[src/rtl/icache_refill_ctrl.sv]
// ICache miss refill controller: accepts one miss, reads the line from memory
// beat by beat, assembles it and hands the full line back to the ICache.
module icache_refill_ctrl #(
  parameter int PLEN       = 32,
  parameter int LINE_WIDTH = 256,
  parameter int BUS_WIDTH  = 64,
  parameter int WAY_WIDTH  = 2
) (
  input  logic                  clk_i,
  input  logic                  rst_i,
  input  logic                  miss_req_valid_i,
  output logic                  miss_req_ready_o,
  input  logic [PLEN-1:0]       miss_req_paddr_i,
  input  logic [WAY_WIDTH-1:0]  miss_req_victim_way_i,
  output logic                  mem_req_valid_o,
  input  logic                  mem_req_ready_i,
  output logic [PLEN-1:0]       mem_req_addr_o,
  input  logic                  mem_rsp_valid_i,
  output logic                  mem_rsp_ready_o,
  input  logic [BUS_WIDTH-1:0]  mem_rsp_data_i,
  input  logic                  mem_rsp_last_i,
  output logic                  refill_valid_o,
  input  logic                  refill_ready_i,
  output logic [PLEN-1:0]       refill_paddr_o,
  output logic [WAY_WIDTH-1:0]  refill_way_o,
  output logic [LINE_WIDTH-1:0] refill_data_o,
  output logic                  busy_o,
  output logic                  err_o,
  output logic [31:0]           refill_count_o
);

  localparam int BEATS = LINE_WIDTH / BUS_WIDTH;
  localparam int OFF_W = $clog2(LINE_WIDTH / 8);
  localparam int CNT_W = (BEATS > 1) ? $clog2(BEATS) : 1;

  typedef enum logic [1:0] {IDLE, REQ, FILL, REFILL} state_e;

  state_e                state_q, state_d;
  logic [PLEN-1:0]       paddr_q, paddr_d;
  logic [WAY_WIDTH-1:0]  way_q, way_d;
  logic [LINE_WIDTH-1:0] line_q, line_d;
  logic [CNT_W-1:0]      beat_q, beat_d;
  logic                  err_q, err_d;
  logic [31:0]           count_q, count_d;
  logic                  last_beat;

  assign last_beat = (beat_q == CNT_W'(BEATS - 1));

  always_comb begin
    state_d          = state_q;
    paddr_d          = paddr_q;
    way_d            = way_q;
    line_d           = line_q;
    beat_d           = beat_q;
    err_d            = err_q;
    count_d          = count_q;
    miss_req_ready_o = 1'b0;
    mem_req_valid_o  = 1'b0;
    mem_rsp_ready_o  = 1'b0;
    refill_valid_o   = 1'b0;

    case (state_q)
      IDLE: begin
        miss_req_ready_o = 1'b1;
        if (miss_req_valid_i) begin
          paddr_d = {miss_req_paddr_i[PLEN-1:OFF_W], OFF_W'(0)};
          way_d   = miss_req_victim_way_i;
          state_d = REQ;
        end
      end
      REQ: begin
        mem_req_valid_o = 1'b1;
        if (mem_req_ready_i) begin
          beat_d  = '0;
          state_d = FILL;
        end
      end
      FILL: begin
        mem_rsp_ready_o = 1'b1;
        if (mem_rsp_valid_i) begin
          for (int k = 0; k < BEATS; k++) begin
            if (beat_q == CNT_W'(k)) begin
              line_d[k*BUS_WIDTH +: BUS_WIDTH] = mem_rsp_data_i;
            end
          end
          // A misplaced or missing last flag is only flagged; the beat count decides the end.
          if (mem_rsp_last_i != last_beat) begin
            err_d = 1'b1;
          end
          beat_d = beat_q + CNT_W'(1);
          if (last_beat) begin
            state_d = REFILL;
          end
        end
      end
      REFILL: begin
        refill_valid_o = 1'b1;
        if (refill_ready_i) begin
          count_d = count_q + 32'd1;
          state_d = IDLE;
        end
      end
      default: state_d = IDLE;
    endcase
  end

  always_ff @(posedge clk_i) begin
    if (rst_i) begin
      state_q <= IDLE;
      paddr_q <= '0;
      way_q   <= '0;
      line_q  <= '0;
      beat_q  <= '0;
      err_q   <= 1'b0;
      count_q <= '0;
    end else begin
      state_q <= state_d;
      paddr_q <= paddr_d;
      way_q   <= way_d;
      line_q  <= line_d;
      beat_q  <= beat_d;
      err_q   <= err_d;
      count_q <= count_d;
    end
  end

  assign mem_req_addr_o = paddr_q;
  assign refill_paddr_o = paddr_q;
  assign refill_way_o   = way_q;
  assign refill_data_o  = line_q;
  assign busy_o         = (state_q != IDLE);
  assign err_o          = err_q;
  assign refill_count_o = count_q;

endmodule

[config.mk]
export PLATFORM = sky130hd
export DESIGN_NAME = icache_refill_ctrl
export DESIGN_NICKNAME = d
export VERILOG_FILES = /design/src/rtl/icache_refill_ctrl.sv
export SDC_FILE = /design/constraint.sdc
export NUM_CORES = 1
export LEC_CHECK = 0
export ABC_AREA = 1
export CAP_MARGIN = 20
export CORE_MARGIN = 4
export CORE_UTILIZATION = 35
export DETAILED_ROUTE_END_ITERATION = 12
export HOLD_SLACK_MARGIN = 0.1
export PLACE_DENSITY_LB_ADDON = 0.15
export REMOVE_ABC_BUFFERS = 1
export SLEW_MARGIN = 25
export SYNTH_ARGS = -nofsm -noshare
export SYNTH_HDL_FRONTEND = slang
export SYNTH_SLANG_ARGS = --single-unit
[constraint.sdc]
create_clock -name clk_i -period 2.13 [get_ports clk_i]
set_clock_uncertainty 0.05 [all_clocks]
set_input_delay 0.213 -clock clk_i [delete_from_list [all_inputs] [get_ports clk_i]]
set_output_delay 0.213 -clock clk_i [all_outputs]
set_load 0.05 [all_outputs]
==> results of run 1 <==
Yosys cell counts, types with 2 or more instances:
library cell    n
nor3_1          6
buf_2          56
buf_1           3
o21bai_1        2
nand3_2         2
nand4_1        11
o21ai_1        33
clkbuf_1       61
xor2_1          3
inv_2           5
inv_1          50
buf_4          37
nand3_1       273
nor2_4          5
a21oi_1       269
nor2_2          3
nand2_1       333
nor2_1        119
ha_1            9
dfxtp_1       322
nand2_2         2
o21ai_0        10
path summary, 6_finish.rpt:
kind                                        start                 end  slack, ps
worst max-delay path            refill_count_o[4]   refill_count_o[4]         80
worst min-delay path                        rst_i  refill_count_o[22]        220
worst max register to register         state_q[0]  refill_data_o[155]        260
worst min register to register  refill_data_o[32]   refill_data_o[32]        410
cell type report:
type,instances,area [um^2],area share (%)
Sequential cell,322,6446,35.04
Multi-Input combinational cell,1098,5126,27.87
Timing Repair Buffer,478,4876,26.51
Clock buffer,56,1120,6.088
Tap cell,461,576.8,3.136
Inverter,55,211.5,1.150
Clock inverter,6,33.78,0.1836
Antenna cell,2,5.005,0.02721
stage by stage:
stage	setup TNS (ps)	area (um^2)	setup slack, ps	hold slack [ps]	power [mW]
4_1_cts	0	18380	6.435	213.7	18.03
3_3_place_gp	0	17230	273.6	397.0	11.92
3_5_place_dp	0	17230	193.7	401.3	11.95
5_1_grt	0	18400	16.31	238.1	18.56
6_report	0	18400	76.78	224.9	17.82
2_1_floorplan	-795850	11750	-3080	232.1	9.754
logic make-up (layout without fill, tap and decap cells):
logic type,Yosys count,count (layout),share of synthesized area [%]
xor gates and xnor gates,4,4,0.2797
adders and majority gates,9,9,0.8988
AOI/OAI and AO/OA,317,317,12.75
DFF,322,322,51.45
buffers and inverters,214,595,8.149
and+or+nand+nor,758,758,26.44
other,1,12,0.02993
registers in the layout, summed over array words and instances, names as in the netlist:
name            count
refill_way_o        2
beat_q              2
refill_data_o     256
err_o               1
refill_count_o     32
state_q             2
mem_req_addr_o     27
power breakdown:
group	leakage (nW)	internal (mW)	switching (mW)	total, mW
combinational	3.15	1.47	3.65	5.12
clock	0.573	3.61	2.42	6.03
sequential	2.60	6.40	0.275	6.67
repair_timing:
item / in CTS / in global routing
gates resized for setup: 2 / 4
gates cloned: 0 / 0
endpoints found under the setup margin: 2 / 4
hold buffers: 0 / 0
cells in the final DEF (no fill, tap or decap), types with 11 or more instances in the layout:
cell,synthesis,routed
nand3_1,273,273
nand2_1,333,329
nor2_1,119,119
o21ai_1,33,33
buf_4,37,20
nand4_1,11,11
clkbuf_16,0,39
buf_12,0,13
clkdlybuf4s50_1,0,438
dfxtp_1,322,322
a21oi_1,269,269
inv_1,50,50
routing by layer:
layer / global-route usage, % / wire (um) / part of all wire, %
met5: 0 / 0 / 0
met4: 6.754 / 1409 / 3.1
met3: 5.475 / 3859 / 8.5
met2: 35.55 / 20950 / 46
met1: 29.25 / 19300 / 42
==> impl_results.md, run 1 <==
- CP max-delay cell: clkdlybuf4s50_1
- Predominant post-synthesis flop cell: dfxtp_1
- Family with the most delay on the worst path: buffers and inverters
- Buffers on Ports: 449
- Arrival time at the worst endpoint: between 1500 and 2000 ps
- Setup-failing EPs final: 0
- Final net count: 2107
- Max-cap viol count: 0
- Placed insts: 2414
- Area grow syn2layout: 46.81%
- WL/cell: 18.37 um
- Largest net degree at the start of global routing: 92
- Finished Layout Cells: between 2000 and 2500
- Die Area: 38890 um^2
- Fillers: 3406
- Reg clk slew, reported paths: 50 ps
- IR drop worst, VDD: 0.8970 mV
- Post-synth ARST share: 0%
- Levels on crit path: 1
- PD cells: 968.6 nW/um^2
- TritonCTS Buffers: 38
- CP Class: flip-flop to output port
- Core Util, Final: around half
- Clk_lat worst skew: 500 ps
- # Post-CTS Setup Buffers: 0
- Depth of the worst register-to-register path: 7
- Vias in the first global route: 11690
- Clock Path Buffers: 3
- Initial Utilization: 35.31%
- Worst hold path type: input pin to flip-flop
- Routed wire length: 45510 um
- CTS tree: built
- Area leader, netlist: dfxtp_1
- Crit path max fanout: 5
- Clock root cell: clkbuf_16
- Startpoint types: flip-flop
- Via density: 5.033
- CP Buf/Inv Count: 1
- Post-Syn Area: 12530 um^2
- Setup crit end kind: output port
- Num rows: 69
- Initial antenna violation count: 2
- Max incr delay on CP: 850 ps
- H-tree depth: 2
- I/O Pins: 465
- Synth top area share: 51.45%
- P_leak: 6.330 nW
- Core Box Area: 35480 um^2
- Crit-path cells: clkdlybuf4s50_1
- Syn avg cell area: 7.710 um^2
- Sequential area share after synthesis: around half
- DRC viols: 0
- Total GRT Usage: between 20% and 30%
- Slew headroom: 58.75%
- DP HPWL: 30210 um
- Max-slew violation count: 0
- RSZ-0062 raised after global routing: no
- Synthesized instance count: 1625
- Cell variety after synth: 33
- Global-route wire length before repair: 68880 um
- CTS Sinks: 322
- Final worst-path cycle share: between 90% and 100%
- Die height: 197.2 um
- Maximum clock frequency: 487.0 MHz
- CP required: ~1900 ps
- Min Tclk post-route: just over 2000 ps
- Worst-Margin Slew: ~620 ps
- Yosys reg bits: 322
- Status: finished clean
- Ys Warns: 0
- Grt total ovfl: 0
- Area contributors post-synth: dfxtp_1, nand3_1, a21oi_1
- Hold path depth: 4
- Layout cells sized above 1: 5.658%
- Die span in x: 197.2 um
- Final hold vios: 0
- TritonRoute pass-1 iters: 5
- RePlAce Congestion: between 0.8 and 0.9
- Via Count: 12470
- Initial DRC count: 772
- Post-synth EDFFs: 0
- ANT nets after route: 0
Note: power is estimated with default switching activity, not from simulation.
==> run 2: changes to the inputs <==
--- a/config.mk
+++ b/config.mk
@@ -9,6 +9,7 @@
 export CAP_MARGIN = 20
 export CORE_MARGIN = 4
 export CORE_UTILIZATION = 35
+export CTS_BUF_LIST = sky130_fd_sc_hd__clkbuf_8
 export DETAILED_ROUTE_END_ITERATION = 12
 export HOLD_SLACK_MARGIN = 0.1
 export PLACE_DENSITY_LB_ADDON = 0.15
==> impl_results.md, run 2 (synthesis results as in run 1) <==
- Status: finished clean
- I/O Pins: 465 (unchanged)
- Routed wire length: 46290 um (+1.7%)
- Die Area: 38890 um^2 (unchanged)
- Initial Utilization: 35.31% (unchanged)
- Worst-Margin Slew: 620.3 ps (+3.482 ps)
- Arrival time at the worst endpoint: 1810 ps (+20 ps)
- Worst hold path type: input pin to flip-flop
- Clock Path Buffers: 3 (unchanged)
- Grt total ovfl: 0 (unchanged)
- Global-route wire length before repair: 69780 um (+1.3%)
- Initial DRC count: 662 (-14%)
- Via density: 4.996 (-0.74%)
- Min Tclk post-route: 2077 ps (+23.36 ps)
- Slew headroom: 58.81% (+0.061 points)
- Buffers on Ports: 449 (unchanged)
- Area grow syn2layout: 47.31%
- Final net count: 2146 (+1.9%)
- Maximum clock frequency: 481.6 MHz (-1.1%)
- Core Box Area: 35480 um^2 (unchanged)
- Met3 wire length: 4050 um (+4.9%)
- RePlAce Congestion: 0.8018 (unchanged)
- Setup-failing EPs final: 0 (unchanged)
- ANT nets after route: 0 (unchanged)
- Finished Layout Cells: 2531 (+2.1%)
- CP required: 1870 ps (about the same)
- Initial antenna violation count: 1 (-1)
- Crit path max fanout: 2 (-3)
- CTS Sinks: 322 (unchanged)
- WL/cell: 18.29 um (-0.42%)
- DRC viols: 0 (unchanged)
- Largest net degree at the start of global routing: 92 (unchanged)
- Commonest non-fill, non-tap cells in the layout: nand2_1, dfxtp_1, clkdlybuf4s50_1
- Final Power: 16.95 mW (-4.9%)
- P_leak: 7.619 nW (+20%)
- Reg clk slew, reported paths: 60 ps (about the same)
- Family with the most delay on the worst path: buffers and inverters
- RSZ-0062 raised after global routing: no
- TritonRoute pass-1 iters: 5 (unchanged)
- Crit-path cells: clkdlybuf4s50_1
- DR top layer: met4
- Commonest non-fill, non-tap cell in the layout: nand2_1
- Num rows: 69 (unchanged)
- Max-slew violation count: 0 (unchanged)
- DP HPWL: 30210 um (unchanged)
- Max-cap viol count: 0 (unchanged)
- Fillers: 3444 (+1.1%)
- CP max-delay cell: clkdlybuf4s50_1
- Via Count: 12640 (+1.4%)
- CP Class: flip-flop to output port
- Final worst-path cycle share: 97.49% (+1.1 points)
- IR drop worst, VDD: 0.8307 mV (-7.4%)
- Setup crit end kind: output port
- Final hold vios: 0 (unchanged)
- Met1 Wirelength: 19250 um (-0.25%)
- PD cells: 918.2 nW/um^2 (-5.2%)
- Max incr delay on CP: 860 ps (about the same)
- Clk_lat worst skew: 620 ps (+120 ps)
- Placed insts: 2414 (unchanged)
- Startpoint types: flip-flop
- Vias in the first global route: 11970 (+2.4%)
- Die span in x: 197.2 um (unchanged)
- H-tree depth: 2 (unchanged)
- DR WL met2: 21490 um (+2.6%)
- Die height: 197.2 um (unchanged)
- CTS tree: built
- Clock root cell: clkbuf_8
- Largest register FFs: 256 (unchanged)
- TritonCTS Buffers: 54 (+42%)
- Total GRT Usage: 22.49% (+0.47 points)
- CP Buf/Inv Count: 1 (unchanged)
- Layout cells sized above 1: 6.477% (+0.82 points)
-- run 2: changes by cell type in the layout (fill, tap and decap cells not counted) --
cell,change
dlygate4sd3_1,+23
clkdlybuf4s50_1,-151
clkbuf_8,+59
inv_6,+1
inv_1,+21
dlymetal6s2s_1,+37
clkdlybuf4s15_2,+1
dlygate4sd2_1,+113
clkbuf_1,-9
clkinv_2,-3
diode_2,-1
clkbuf_16,-39
clkinvlp_4,+1
-- run 2: area by class of cell --
type | instances | area (um^2) | share of cell area (%)
Tap cell | 461 | 576.8 | 3.125
Timing Repair Buffer | 501 | 5059 | 27.41
Antenna cell | 1 | 2.502 | 0.01356
Inverter | 55 | 211.5 | 1.146
Sequential cell | 322 | 6446 | 34.92
Clock inverter | 26 | 113.9 | 0.6169
Clock buffer | 67 | 922.1 | 4.996
Multi-Input combinational cell | 1098 | 5126 | 27.77
-- run 2: power breakdown --
group / switching, mW / leakage [nW] / internal (mW)
Combinational: 3.66 / 4.41 / 1.34
Clock: 2.48 / 0.611 / 2.81
Sequential: 0.264 / 2.60 / 6.39
Total: 6.40 / 7.62 / 10.5
-- run 2: worst paths after layout --
| kind | start | end | slack [ps] | cells after the start |
|---|---|---|---|---|
| worst max-delay path | refill_data_o[49] | refill_data_o[49] | 50 | 1 |
| worst min-delay path | miss_req_paddr_i[18] | mem_req_addr_o[18] | 170 | 3 |
| worst max register to register | state_q[0] | refill_data_o[160] | 280 | 7 |
| worst min register to register | refill_data_o[113] | refill_data_o[113] | 400 | 2 |
-- run 2: tightest hold or removal path: stages --
cell             delay, ps
clkdlybuf4s50_1        400
o21ai_1                120
nor2_1                  50
-- run 2: what timing repair did --
item,4_1_cts,5_1_grt
endpoints found under the setup margin,117,43
setup buffers,0,0
gates cloned,0,0
hold buffers,23,0
endpoints found under the hold margin,112,0
resized for setup,118,41
-- run 2: stage by stage --
step           hold WS, ps  TNS, ps  util [%]  setup slack, ps  instance area (um^2)
2_1_floorplan        232.1  -795850         -            -3080                 11750
3_3_place_gp         397.0        0     48.56            273.6                 17230
3_5_place_dp         401.3        0     48.56            193.7                 17230
4_1_cts              100.5        0     51.72            1.396                 18350
5_1_grt              139.2        0     52.02           0.1814                 18460
6_report             171.1        0     52.02            53.42                 18460
-- run 2: per-layer routing --
layer  up-vias  global-route usage (%)
met2       511                   36.57
li1       6173                       -
met3        87                   6.379
met5         -                       0
met1      5873                   28.93
met4         0                   7.422
==> run 3: changes to the inputs <==
--- a/config.mk
+++ b/config.mk
@@ -7,13 +7,15 @@
 export LEC_CHECK = 0
 export ABC_AREA = 1
 export CAP_MARGIN = 20
-export CORE_MARGIN = 4
-export CORE_UTILIZATION = 35
+export CORE_AREA = 4 4 181 183
 export CTS_BUF_LIST = sky130_fd_sc_hd__clkbuf_8
 export DETAILED_ROUTE_END_ITERATION = 12
+export DIE_AREA = 0 0 185 187
 export HOLD_SLACK_MARGIN = 0.1
 export PLACE_DENSITY_LB_ADDON = 0.15
 export REMOVE_ABC_BUFFERS = 1
+export SETUP_SLACK_MARGIN = 0.3
+export SKIP_CTS_REPAIR_TIMING = 1
 export SLEW_MARGIN = 25
 export SYNTH_ARGS = -nofsm -noshare
 export SYNTH_HDL_FRONTEND = slang
==> impl_results.md, run 3 (synthesis results as in run 1) <==
- Status: finished clean
- WL/cell: 19.24 um (+5.2%)
- Arrival time at the worst endpoint: 1660 ps (-150 ps)
- Initial Utilization: 40.12% (+4.8 points)
- Final worst-path cycle share: 90.27% (-7.2 points)
- H-tree depth: 2 (unchanged)
- TritonCTS Buffers: 54 (unchanged)
- CTS tree: built
- Crit path max fanout: 4 (+2)
- Area of the multi-input gates: 5151 um^2 (+0.49%)
- Maximum clock frequency: 520.1 MHz (+8.0%)
- Largest register FFs: 256 (unchanged)
- Max-cap viol count: 0 (unchanged)
- Max incr delay on CP: 470 ps (-390 ps)
- TritonRoute pass-1 iters: 8 (+3)
- Die Area: 34600 um^2 (-11%)
- Placed insts: 2354 (-2.5%)
- Commonest non-fill, non-tap cell in the layout: dlymetal6s2s_1
- Core Box Area: 31230 um^2 (-12%)
- RSZ-0062 raised after global routing: yes
- Final hold vios: 0 (unchanged)
- Post-DP Area: 17150 um^2 (-0.47%)
- R2R setup slack: 380 ps (+100 ps)
- Final Power: 17.47 mW (+3.1%)
- Routed wire length: 47400 um (+2.4%)
- CP max-delay cell: dlymetal6s2s_1
- Setup WS pre-CTS: 229.6 ps (+35.98 ps)
- CTS Sinks: 322 (unchanged)
- Vias in the first global route: 12090 (+0.96%)
- Largest net degree at the start of global routing: 122 (+33%)
- P_leak: 12.60 nW (+65%)
- Fin area: 19400 um^2 (+5.1%)
- Reg clk slew, reported paths: 60 ps (about the same)
- Global-route wire length before repair: 68440 um (-1.9%)
- Final TNS setup: 0 ps (unchanged)
- DP HPWL: 29850 um (-1.2%)
- DRC viols: 0 (unchanged)
- Max-slew violation count: 0 (unchanged)
- Clock root cell: clkbuf_8
- Min Tclk post-route: 1923 ps (-153.8 ps)
- ANT nets after route: 0 (unchanged)
- Initial antenna violation count: 2 (+1)
- Family with the most delay on the worst path: buffers and inverters
- I/O Pins: 465 (unchanged)
- Setup crit end kind: output port
- CP Buf/Inv Count: 2 (+1)
- Worst hold path type: input pin to flip-flop
- Setup-failing EPs final: 0 (unchanged)
- Core Util, Final: 62.12% (+10 points)
- Via Count: 12910 (+2.1%)
- Initial DRC count: 782 (+18%)
- Num rows: 65 (-5.8%)
- Clk_lat worst skew: 570 ps (-50 ps)
- Area grow syn2layout: 54.83%
- Finished Layout Cells: 2463 (-2.7%)
- Grt total ovfl: 0 (unchanged)
- FF+latch area: 6449 um^2 (about the same)
- RePlAce Congestion: 0.8338 (+4.0%)
- CP Class: flip-flop to output port
- Die span in x: 185 um (-6.2%)
- Worst Setup Slack, final: 207.2 ps (+153.8 ps)
- Crit-path cells: inv_1, ha_1, dlymetal6s2s_1
- Via density: 5.243 (+4.9%)
- Fillers: 2762 (-20%)
- IR drop worst, VDD: 0.7469 mV (-10%)
- Startpoint types: flip-flop
- PD cells: 900.3 nW/um^2 (-1.9%)
- Commonest non-fill, non-tap cells in the layout: dlymetal6s2s_1, nand2_1, dfxtp_1
- Die height: 187 um (-5.2%)
- Total GRT Usage: 24.44% (+2.0 points)
- Layout cells sized above 1: 7.868% (+1.4 points)
- CP required: 1870 ps (about the same)
- Final net count: 2139 (-0.33%)
- Slew headroom: 57.29% (-1.5 points)
- Fin Hold WS: 202.6 ps (+31.49 ps)
- Worst-Margin Slew: 639.6 ps (+19.27 ps)
- Buffers on Ports: 449 (unchanged)
- Clock Path Buffers: 3 (unchanged)
[run 3: cell count changes in the layout (fill, tap and decap cells not counted), sizes merged]
cell / delta
dlymetal6s2s: +300
clkdlybuf4s50: -189
dlygate4sd2: -115
dlygate4sd3: -22
clkbuf: +14
inv: -10
buf: +9
clkinv: +2
bufinv: +1
clkdlybuf4s15: -1
diode: +1
nor2: +1
[run 3: power by group]
part | switching, mW | internal, mW
combinational | 3.73 | 1.59
sequential | 0.250 | 6.40
clock | 2.44 | 3.06
total | 6.42 | 11.0
[run 3: metal layers]
metal / global-route usage, % / vias up / routed length, um
li1: - / 6172 / -
met1: 30.33 / 6003 / 18580
met2: 40.85 / 639 / 22330
met3: 6.807 / 99 / 4675
met4: 8.272 / 0 / 1814
met5: 0 / - / 0
[run 3: final timing paths]
path | from | to | cells past startpoint
worst max register to register | state_q[1] | refill_count_o[24] | 9
worst min register to register | err_o | err_o | 2
worst max-delay path | state_q[1] | mem_req_valid_o | 3
worst min-delay path | miss_req_paddr_i[8] | mem_req_addr_o[8] | 3
[run 3: worst register-to-register path: stages (launching register included)]
cell and delay (ps):
dfxtp_2 360, ha_1 270, nand2_4 140, nor2_1 170, nand3_1 190, nor2_2 240, nand3_1 90, nand2_1 70
inv_1 30, nor2_1 100
[run 3: area by class of cell]
| class | count | share of cell area, % |
|---|---|---|
| Clock inverter | 19 | 0.5418 |
| Clock buffer | 71 | 5.037 |
| Tap cell | 402 | 2.593 |
| Multi-Input combinational cell | 1099 | 26.55 |
| Timing Repair Buffer | 493 | 30.92 |
| Antenna cell | 2 | 0.02580 |
| Inverter | 55 | 1.090 |
| Sequential cell | 322 | 33.24 |
